===== src/rtl/jk_fsm_bank.sv =====
// jk_fsm_bank: bank of independent OFF/ON Moore lanes with classic,
// JK-toggle, dwell-gated and hold modes, edge pulses and ON count.
//
// Ports:
//   clk        rising-edge clock
//   areset_n   async active-low reset, clears all state
//   en         per-lane transition enable
//   j / k      per-lane set / clear requests
//   mode       00 classic, 01 JK, 10 dwell-gated, 11 hold
//   min_dwell  dwell value loaded on each transition
//   dout       registered lane state (1 = ON)
//   rise/fall  one-cycle OFF->ON / ON->OFF pulses
//   on_count   number of lanes ON, aligned with dout
module jk_fsm_bank #(
   parameter int CHANNELS = 4,
   parameter int DWELL_W  = 4,
   localparam int CW      = $clog2(CHANNELS + 1)
) (
   input  logic                clk,
   input  logic                areset_n,
   input  logic [CHANNELS-1:0] en,
   input  logic [CHANNELS-1:0] j,
   input  logic [CHANNELS-1:0] k,
   input  logic [1:0]          mode,
   input  logic [DWELL_W-1:0]  min_dwell,
   output logic [CHANNELS-1:0] dout,
   output logic [CHANNELS-1:0] rise,
   output logic [CHANNELS-1:0] fall,
   output logic [CW-1:0]       on_count
);

   typedef enum logic {
      OFF = 1'b0,
      ON  = 1'b1
   } state_t;

   state_t               r_state [CHANNELS];
   logic [DWELL_W-1:0]   r_cnt   [CHANNELS];
   logic [CHANNELS-1:0]  r_rise;
   logic [CHANNELS-1:0]  r_fall;
   logic [CW-1:0]        r_count;

   logic [CHANNELS-1:0]  w_cur;
   logic [CHANNELS-1:0]  w_t;
   logic [CHANNELS-1:0]  w_next;
   logic [CW-1:0]        w_cnt;

   always_comb begin
      w_cur = '0;
      for (int i = 0; i < CHANNELS; i++)
         w_cur[i] = (r_state[i] == ON);
   end

   // Transition request per lane; a request that matches
   // the current state never counts as a transition.
   always_comb begin
      w_t = '0;
      for (int i = 0; i < CHANNELS; i++) begin
         if (en[i]) begin
            unique case (mode)
               2'b00: w_t[i] = w_cur[i] ? k[i] : j[i];
               2'b01: w_t[i] = w_cur[i] ? k[i] : j[i];
               2'b10: w_t[i] = (r_cnt[i] == '0) &&
                               (w_cur[i] ? k[i] : j[i]);
               default: w_t[i] = 1'b0;
            endcase
         end
      end
   end

   // Count follows the next-state vector so the registered
   // value lines up with dout in the same cycle.
   always_comb begin
      w_next = w_cur ^ w_t;
      w_cnt  = '0;
      for (int i = 0; i < CHANNELS; i++)
         w_cnt = w_cnt + CW'(w_next[i]);
   end

   always_ff @(posedge clk or negedge areset_n) begin
      if (!areset_n) begin
         for (int i = 0; i < CHANNELS; i++) begin
            r_state[i] <= OFF;
            r_cnt[i]   <= '0;
         end
         r_rise  <= '0;
         r_fall  <= '0;
         r_count <= '0;
      end else begin
         for (int i = 0; i < CHANNELS; i++) begin
            if (w_t[i]) begin
               r_state[i] <= (r_state[i] == ON) ? OFF : ON;
               r_cnt[i]   <= min_dwell;
            end else if (r_cnt[i] != '0) begin
               r_cnt[i]   <= r_cnt[i] - DWELL_W'(1);
            end
         end
         r_rise  <= w_t & ~w_cur;
         r_fall  <= w_t & w_cur;
         r_count <= w_cnt;
      end
   end

   assign dout     = w_cur;
   assign rise     = r_rise;
   assign fall     = r_fall;
   assign on_count = r_count;

endmodule


===== config.mk =====
export PLATFORM = sky130hd
export DESIGN_NAME = jk_fsm_bank
export DESIGN_NICKNAME = d
export VERILOG_FILES = /design/src/rtl/jk_fsm_bank.sv
export SDC_FILE = /design/constraint.sdc
export NUM_CORES = 1
export LEC_CHECK = 0
export CAP_MARGIN = 20
export CORE_AREA = 4 4 90 58
export DETAILED_ROUTE_END_ITERATION = 10
export DIE_AREA = 0 0 94 62
export GPL_ROUTABILITY_DRIVEN = 0
export PLACE_DENSITY = 0.71
export SLEW_MARGIN = 0
export SYNTH_ARGS = -nofsm -noshare
export SYNTH_HDL_FRONTEND = slang
export SYNTH_SLANG_ARGS = --single-unit

===== constraint.sdc =====
create_clock -name clk -period 3 [get_ports clk]
set_clock_uncertainty 0.15 [all_clocks]
set_input_delay 0.45 -clock clk [delete_from_list [all_inputs] [get_ports clk]]
set_output_delay 0.45 -clock clk [all_outputs]
set_load 0.02 [all_outputs]

* Word level (Yosys, flattened, before mapping) *
Index checks and enable logic that the tools add are counted.

cells by class
  bitwise logic cells = 4
  add/sub/neg operators = 7
  multiplexer cells = 24
  equality and inequality tests = 2
  reductions and logical operators = 18

operator list
  operator                                             count
  2-to-1 mux 4 bit                                     8
  zero test 4 bit                                      4
  nonzero test 4 bit                                   4
  subtractor 4 x 1 -> 4 bit, second input constant     4
  2-to-1 mux 1 bit                                     12
  bitwise AND 4 bit                                    2
  one-hot mux 1 bit (2 select lines)                   4
  nonzero test 2 bit                                   4
  logical AND 1 bit                                    4
  NOT 4 bit                                            1
  XOR 4 bit                                            1
  adder 2 x 1 -> 3 bit                                 1
  adder 3 x 1 -> 3 bit                                 1
  adder 1 x 1 -> 2 bit                                 1
  equality test 2 x 1 -> 1 bit, second input constant  1
  equality test 2 bit, second input constant           1
  zero test 2 bit                                      1
  OR reduction 2 bit                                   1

storage, ports and cells
  logic and storage cells = 66
  output and inout port bits = 15
  register bits after elaboration = 31
  input bits = 20

* Longest topological paths before layout *
Gate-level depths: netlist (run 1).

  depth in word-level cells = 8
  gate-level depth with buffers = 10

* Least setup slack after synthesis (run 1) *
OpenSTA, ideal clock, no wires.

  path kind = flip-flop to flip-flop
  from = register r_cnt[8] in the netlist's numbering
  to = register r_count[1] (netlist: on_count[1])
  cell stages (with the launch flop) = 11
  period minus slack after synthesis = 2.861 ns
  data arrival time = 2.585 ns
  setup slack = 0.139 ns
  buffers on the path = 0
  cell sequence = dfrtp_1 inv_1 ha_1 nand2b_4 or3_4 a21oi_4 ha_1 fa_1 inv_1 ha_1 ha_1

on the way
  cells in the longest elaborated chain, start to end = 8

ends and longest elaborated chain
  item                                RTL line  RTL
  from (decl)                         38        logic [DWELL_W-1:0] r_cnt [CHANNELS];
  from (signal, indexed assignment)   93        r_cnt[i] <= min_dwell;
  from (signal, indexed assignment)   95        r_cnt[i] <= r_cnt[i] - DWELL_W'(1);
  zero test 4 bit                     63        2'b10: w_t[i] = (r_cnt[i] == '0) &&
  logical AND 1 bit                   63
  one-hot mux 1 bit (2 select lines)  60        unique case (mode)
  2-to-1 mux 1 bit                    59        if (en[i]) begin
  net w_t[1]                          44        logic [CHANNELS-1:0] w_t;
  XOR 4 bit                           74        w_next = w_cur ^ w_t;
  adder 1 x 1 -> 2 bit                77        w_cnt = w_cnt + CW'(w_next[i]);
  adder 2 x 1 -> 3 bit                77
  adder 3 x 1 -> 3 bit                77
  net w_cnt[1]                        46        logic [CW-1:0] w_cnt;
  to (signal assigned)                100       r_count <= w_cnt;
  to (decl)                           41        logic [CW-1:0] r_count;

The timed path passes the listed nets, and every way through them passes these cells.
A chain may end at the register's enable or synchronous reset.

* Worst setup path after layout (run 1) *
Ends and elaborated chain as after synthesis.

==> impl_metrics.py, run 1 <==
metrics = {
    "logic_synthesis": {
        "synth-seq-area-share_pct": 41.0,
        "synth-edff-count": 0,
        "synth_nets": 212,
        "synth-warning-count": 0,
        "synth-main-ff-cell": "dfrtp_1",
        "synth_area_leaders": "dfrtp_1 41%, ha_1 12%, mux2_2 5.4%",
        "yosysTopAreaCell": "dfrtp_1",
        "syn_inst": 173,
        "synth.distinct_cells": 45,
        "async_flop_share_pct": 100,
        "synth_top_area_share_pct": 41.0,
        "ys_seq_elements": 31,
        "netlist_area_um2": 1890,
        "synth.avg_cell_area_um2": 10.9,
    },
    "route": {
        "dr.pass1.iters": 4,
        "totalWireLength_um": 4010,
        "drt.antenna.violating_nets": 0,
        "avgViaCountPerCell": 4.97,
        "wire_per_inst_um": 13.8,
        "num_vias": 1446,
        "drc": 0,
        "drt_iter0_drc": 69,
    },
    "setup_path": {
        "worstPathArrival_ns": 2.89,
        "path_cells": "inv_2 > ha_2 > nand2b_4 > or3_4 > a21oi_4 > ha_1 > fa_1 > inv_1 > ha_1 > ha_1",
        "critPathBufInv": 2,
        "rrSetupSlack_ns": 0.12,
        "crit_path_end_kind": "flip-flop",
        "crit_type": "reg2reg",
        "reg2reg_to": "on_count[1]$_DFF_PN0_",
        "cp_data_required_time_ns": 3.01,
        "path_common_cell": "ha_1",
        "cp_top_family": "adder cells",
        "r2r-start": "r_cnt[8]$_DFFE_PN0P_",
        "critPathMaxStageDelay_ns": 0.51,
        "reg2regPathDepth": 10,
        "cp_max_fo": 6,
        "critical-path-slowest-cell": "fa_1",
        "cp-start-kind": "flip-flop",
    },
    "grt": {
        "grt-ovfl-total": 0,
        "grt_pass1_wl_um": 6780,
        "grt_max_degree": 32,
        "grt_pass1_vias": 1398,
        "antenna_found_initial": 0,
        "grt.total_usage_pct": 15.5,
    },
    "sta": {
        "hold_viol": 0,
        "setup_viol": 0,
        "finalCritPeriodShare_pct": 96.0,
        "worstMarginPinSlew_ns": 0.497,
        "slew_violations": 0,
        "slew_headroom_pct": 66.4,
        "tns_ns": 0,
        "fmax_mhz": 347,
        "period_needed_ns": 2.88,
        "rsz0062_at_grt": "false",
    },
    "placed_design": {
        "dp_hpwl_um": 3030,
        "dp_cells": 280,
        "io_buffers": 34,
    },
    "final_layout": {
        "nFillCells": 394,
        "fin_cells": 291,
        "synthToLayoutAreaGrowth_pct": 34.4,
        "n_antenna_cell": 0,
        "regArea_um2": 776,
        "fin_nets": 266,
        "multi_input_area_um2": 1050,
        "drive_gt1_share_pct": 21.5,
    },
    "pwr": {
        "ir_drop_mv": 0.537,
        "comb_power_share_pct": 50.4,
        "leakagePower_uw": 0.00116,
        "internal_power_uw": 1520,
        "p_switching_uw": 908,
        "power.density_nw_per_um2": 954,
        "p_clk_share_pct": 17.6,
        "swShare_pct": 37.4,
        "finalPower_uw": 2430,
        "p_seq_share_pct": 32.0,
    },
    "min_path": {
        "hp-start": "r_cnt[12]$_DFFE_PN0P_",
        "hp-class": "reg2reg",
        "whs_path_depth": 1,
        "holdPathEnd": "r_cnt[12]$_DFFE_PN0P_",
    },
    "clock_network": {
        "clock_sinks": 31,
        "worstSkewPairLatency_ns": 0.28,
        "hold_buffers": 0,
        "cts_buffer_depth": 2,
        "cts_root_buf": "clkbuf_8",
        "cts_tree": "done",
        "path_clk_slew_ns": 0.07,
        "h-tree-depth": 2,
        "cts_buffers": 5,
    },
    "die": {
        "num_rows": 19,
        "fp.dieArea_um2": 5830,
        "die_w_um": 94,
        "die_h_um": 62,
        "ios": 35,
        "core_um2": 4420,
        "initial_core_util_pct": 42.8,
    },
    "run_status": {
        "status": "complete, no violations",
    },
    "run": {
        "max_cap_viol_count": 0,
    },
}
-- final cells by class --
type | count | area share (%)
flip-flops and latches | 31 | 30.5
inverters | 19 | 2.80
clock inverters | 2 | 1.38
clock buffers | 6 | 3.25
repair buffers | 48 | 17.5
multi-input cells | 122 | 41.5
well taps | 63 | 3.10
-- cell usage after synthesis, types with 4 or more instances --
| library cell | n |
|---|---|
| dfrtp_1 | 31 |
| nor2_1 | 6 |
| mux2_2 | 9 |
| a21oi_1 | 4 |
| nand2_1 | 10 |
| nor2b_1 | 4 |
| inv_1 | 19 |
| nor3_1 | 6 |
| xnor2_1 | 4 |
| o2bb2ai_1 | 4 |
| ha_1 | 18 |
| mux2i_1 | 7 |
| o21ai_0 | 7 |
-- layer usage --
layer,vias up,track usage [%],routed length (um)
li1,716,-,-
met1,687,21.8,2010
met2,43,24.0,1730
met3,0,4.81,276
met4,0,3.09,0
met5,-,0,0
-- how the worst max path moves through the flow --
stage,cells after the start,to,startpoint
after global placement,8,on_count[1]$_DFF_PN0_,mode[0]
after global routing,10,on_count[1]$_DFF_PN0_,r_cnt[8]$_DFFE_PN0P_
after detailed placement,8,on_count[1]$_DFF_PN0_,mode[0]
after CTS,10,on_count[1]$_DFF_PN0_,r_cnt[8]$_DFFE_PN0P_
final,10,on_count[1]$_DFF_PN0_,r_cnt[8]$_DFFE_PN0P_
after floorplan,10,on_count[1]$_DFF_PN0_,r_cnt[8]$_DFFE_PN0P_
-- layout by cell type, fill, tap and decap left out, drive strengths merged, types with 6 or more instances in the layout --
cell type	Yosys	layout
a21oi	8	8
buf	1	14
clkbuf	0	6
clkdlybuf4s50	0	34
dfrtp	31	31
ha	18	18
inv	19	19
mux2	11	11
mux2i	7	7
nand2	11	11
nor2	6	6
nor3	6	6
o21ai	7	7
-- per-stage QoR --
stage                     instance area [um^2]  hold slack (ns)  util, %  worst slack (ns)
after floorplan                           1890          0.00441        -             0.139
after global placement                    2390            0.385     54.0           -0.0126
after detailed placement                  2390            0.383     54.0           -0.0293
after CTS                                 2510            0.397     56.7            0.0663
after global routing                      2540            0.423     57.5           0.00572
final                                     2540            0.405     57.5             0.119
-- logic make-up (layout without fill, tap and decap cells) --
group | Yosys count | count (layout) | share of synthesized area [%]
compound gates | 32 | 32 | 13.2
buf+inv | 20 | 75 | 4.03
mux | 18 | 18 | 10.6
fa+ha+maj | 19 | 19 | 13.0
flops | 31 | 31 | 41.0
simple gates | 49 | 49 | 16.3
xor+xnor | 4 | 4 | 1.85
-- registers in the layout, summed over array words and instances (netlist names) --
| name | flops |
|---|---|
| r_cnt | 16 |
| fall | 4 |
| on_count | 3 |
| dout | 4 |
| rise | 4 |
-- worst reg2reg max path, delay by kind of cell, from the launching register on --
kind	cells	cell delay (ns)
flops	1	0.43
fa+ha+maj	5	1.44
simple gates	2	0.42
buf+inv	2	0.14
compound gates	1	0.17
-- timing repair --
item / CTS / global route
gates resized for setup: 0 / 5
setup endpoints to repair: 0 / 2
setup buffers: 0 / 3
-- power groups by stage --
stage | registers (uW) | clock network (uW) | logic (uW)
final | 778 | 427 | 1220
after floorplan | 819 | 0 | 761
after detailed placement | 781 | 0 | 1170
after global routing | 807 | 464 | 1390
after CTS | 776 | 437 | 1190
after global placement | 778 | 0 | 1140
No activity file was read; power rests on OpenSTA's default activity.
==> run 2, diff against run 1 <==
Settings changed: ABC_CLOCK_PERIOD_IN_PS set to 3000.
==> results of run 2 <==
Same layout as run 1: the final DEF is identical, and so are final timing and power.
==> run 3, diff against run 2 <==
Settings changed: MAX_ROUTING_LAYER set to met4.
==> impl_metrics.py, run 3 (synthesized netlist as in run 1, its figures left out) <==
metrics = {
    "pwr": {
        "p_switching_uw": 910,
        "comb_power_share_pct": 50.3,
        "internal_power_uw": 1520,
        "power.density_nw_per_um2": 955,
        "ir_drop_mv": 0.540,
        "p_seq_share_pct": 32.0,
        "leakagePower_uw": 0.00116,
        "p_clk_share_pct": 17.6,
        "finalPower_uw": 2430,
        "swShare_pct": 37.5,
    },
    "sta": {
        "period_needed_ns": 2.88,
        "setup_viol": 0,
        "tns_ns": 0,
        "finalCritPeriodShare_pct": 95.9,
        "slew_violations": 0,
        "rsz0062_at_grt": "false",
        "fmax_mhz": 348,
        "worstMarginPinSlew_ns": 0.497,
        "slew_headroom_pct": 66.4,
        "hold_viol": 0,
    },
    "min_path": {
        "holdPathEnd": "r_cnt[12]$_DFFE_PN0P_",
        "hp-class": "reg2reg",
        "whs_path_depth": 1,
        "hp-start": "r_cnt[12]$_DFFE_PN0P_",
    },
    "clock_network": {
        "cts_tree": "done",
        "h-tree-depth": 2,
        "cts_buffer_depth": 2,
        "worstSkewPairLatency_ns": 0.28,
        "cts_root_buf": "clkbuf_8",
        "path_clk_slew_ns": 0.07,
        "clock_sinks": 31,
        "cts_buffers": 5,
    },
    "placed_design": {
        "dp_hpwl_um": 3030,
        "io_buffers": 34,
        "place_area_um2": 2390,
    },
    "die": {
        "initial_core_util_pct": 42.8,
        "ios": 35,
        "core_um2": 4420,
        "die_w_um": 94,
        "fp.dieArea_um2": 5830,
        "num_rows": 19,
        "die_h_um": 62,
    },
    "final_layout": {
        "n_antenna_cell": 0,
        "largest_register_ffs": 16,
        "drive_gt1_share_pct": 21.5,
        "fin_area_um2": 2540,
        "nFillCells": 394,
        "largest_register": "r_cnt",
        "final_common_cell": "clkdlybuf4s50_1",
        "fin_nets": 266,
        "layout_common_cells": "34 x clkdlybuf4s50_1, 31 x dfrtp_1, 18 x inv_1",
        "synthToLayoutAreaGrowth_pct": 34.4,
    },
    "setup_path": {
        "path_cells": "inv_2 > ha_2 > nand2b_4 > or3_4 > a21oi_4 > ha_1 > fa_1 > inv_1 > ha_1 > ha_1",
        "path_common_cell": "ha_1",
        "cp_data_required_time_ns": 3.01,
        "critical-path-slowest-cell": "fa_1",
        "cp_top_family": "adder cells",
        "cp-start-kind": "flip-flop",
        "crit_type": "reg2reg",
        "critPathMaxStageDelay_ns": 0.51,
        "reg2reg_to": "on_count[1]$_DFF_PN0_",
        "crit_path_end_kind": "flip-flop",
        "reg2regPathDepth": 10,
        "worstPathArrival_ns": 2.89,
        "r2r-start": "r_cnt[8]$_DFFE_PN0P_",
        "critPathBufInv": 2,
        "cp_max_fo": 6,
        "rrSetupSlack_ns": 0.12,
    },
    "run_status": {
        "status": "complete, no violations",
    },
    "route": {
        "avgViaCountPerCell": 4.97,
        "drt_iter0_drc": 69,
        "wire_per_inst_um": 13.9,
        "drt.antenna.violating_nets": 0,
        "totalWireLength_um": 4030,
        "num_vias": 1446,
        "drc": 0,
        "dr.pass1.iters": 4,
    },
    "grt": {
        "grt_pass1_wl_um": 6770,
        "antenna_found_initial": 0,
        "grt_max_degree": 32,
        "grt-ovfl-total": 0,
        "grt_pass1_vias": 1400,
        "grt.total_usage_pct": 16.0,
    },
    "run": {
        "max_cap_viol_count": 0,
    },
}
[run 3: cell counts in the layout (fill, tap and decap cells not counted)]
Identical to the previous run, type by type.
[run 3: worst register-to-register path, stage by stage, from the launching register on]
cell	delay [ns]
dfrtp_1	0.43
inv_2	0.10
ha_2	0.21
nand2b_4	0.08
or3_4	0.34
a21oi_4	0.17
ha_1	0.26
fa_1	0.51
inv_1	0.04
ha_1	0.19
ha_1	0.27
[run 3: repair_timing]
item | 4_1_cts | 5_1_grt
setup buffers | 0 | 3
hold endpoints to repair | 0 | 0
setup endpoints to repair | 0 | 2
gates resized for setup | 0 | 5
hold buffers | 0 | 0
[run 3: worst max path at each step]
| stage | end | depth (start not counted) | startpoint | slack [ns] |
|---|---|---|---|---|
| after CTS | on_count[1]$_DFF_PN0_ | 10 | r_cnt[8]$_DFFE_PN0P_ | 0.07 |
| after global placement | on_count[1]$_DFF_PN0_ | 8 | mode[0] | -0.01 |
| final | on_count[1]$_DFF_PN0_ | 10 | r_cnt[8]$_DFFE_PN0P_ | 0.12 |
| after detailed placement | on_count[1]$_DFF_PN0_ | 8 | mode[0] | -0.03 |
| after floorplan | on_count[1]$_DFF_PN0_ | 10 | r_cnt[8]$_DFFE_PN0P_ | 0.14 |
| after global routing | on_count[1]$_DFF_PN0_ | 10 | r_cnt[8]$_DFFE_PN0P_ | 0.004 |
[run 3: final cells by class]
type                            count  area [um^2]  area share [%]
Clock buffer                        6         82.6            3.25
Multi-Input combinational cell    122         1050            41.5
Tap cell                           63         78.8            3.10
Clock inverter                      2         35.0            1.38
Timing Repair Buffer               48          445            17.5
Inverter                           19         71.3            2.80
Sequential cell                    31          776            30.5
[run 3: power groups by stage]
| stage | sequential (uW) | clock (uW) | combinational, uW |
|---|---|---|---|
| 2_1_floorplan | 819 | 0 | 761 |
| 3_3_place_gp | 778 | 0 | 1140 |
| 3_5_place_dp | 781 | 0 | 1170 |
| 4_1_cts | 776 | 437 | 1190 |
| 5_1_grt | 807 | 463 | 1390 |
| 6_report | 777 | 429 | 1220 |
[run 3: per-stage QoR]
step	hold WS (ns)	util (%)	setup WS, ns	instances
after detailed placement	0.383	54.0	-0.0293	280
after global placement	0.385	54.0	-0.0126	280
after floorplan	0.00441	-	0.139	173
after global routing	0.423	57.5	0.00355	291
after CTS	0.397	56.7	0.0663	288
final	0.408	57.5	0.123	291
[run 3: routing by layer]
layer	wire length, um	global-route usage, %
met5	0	-
met4	0	3.09
met3	269	4.81
met2	1730	24.1
met1	2030	21.6
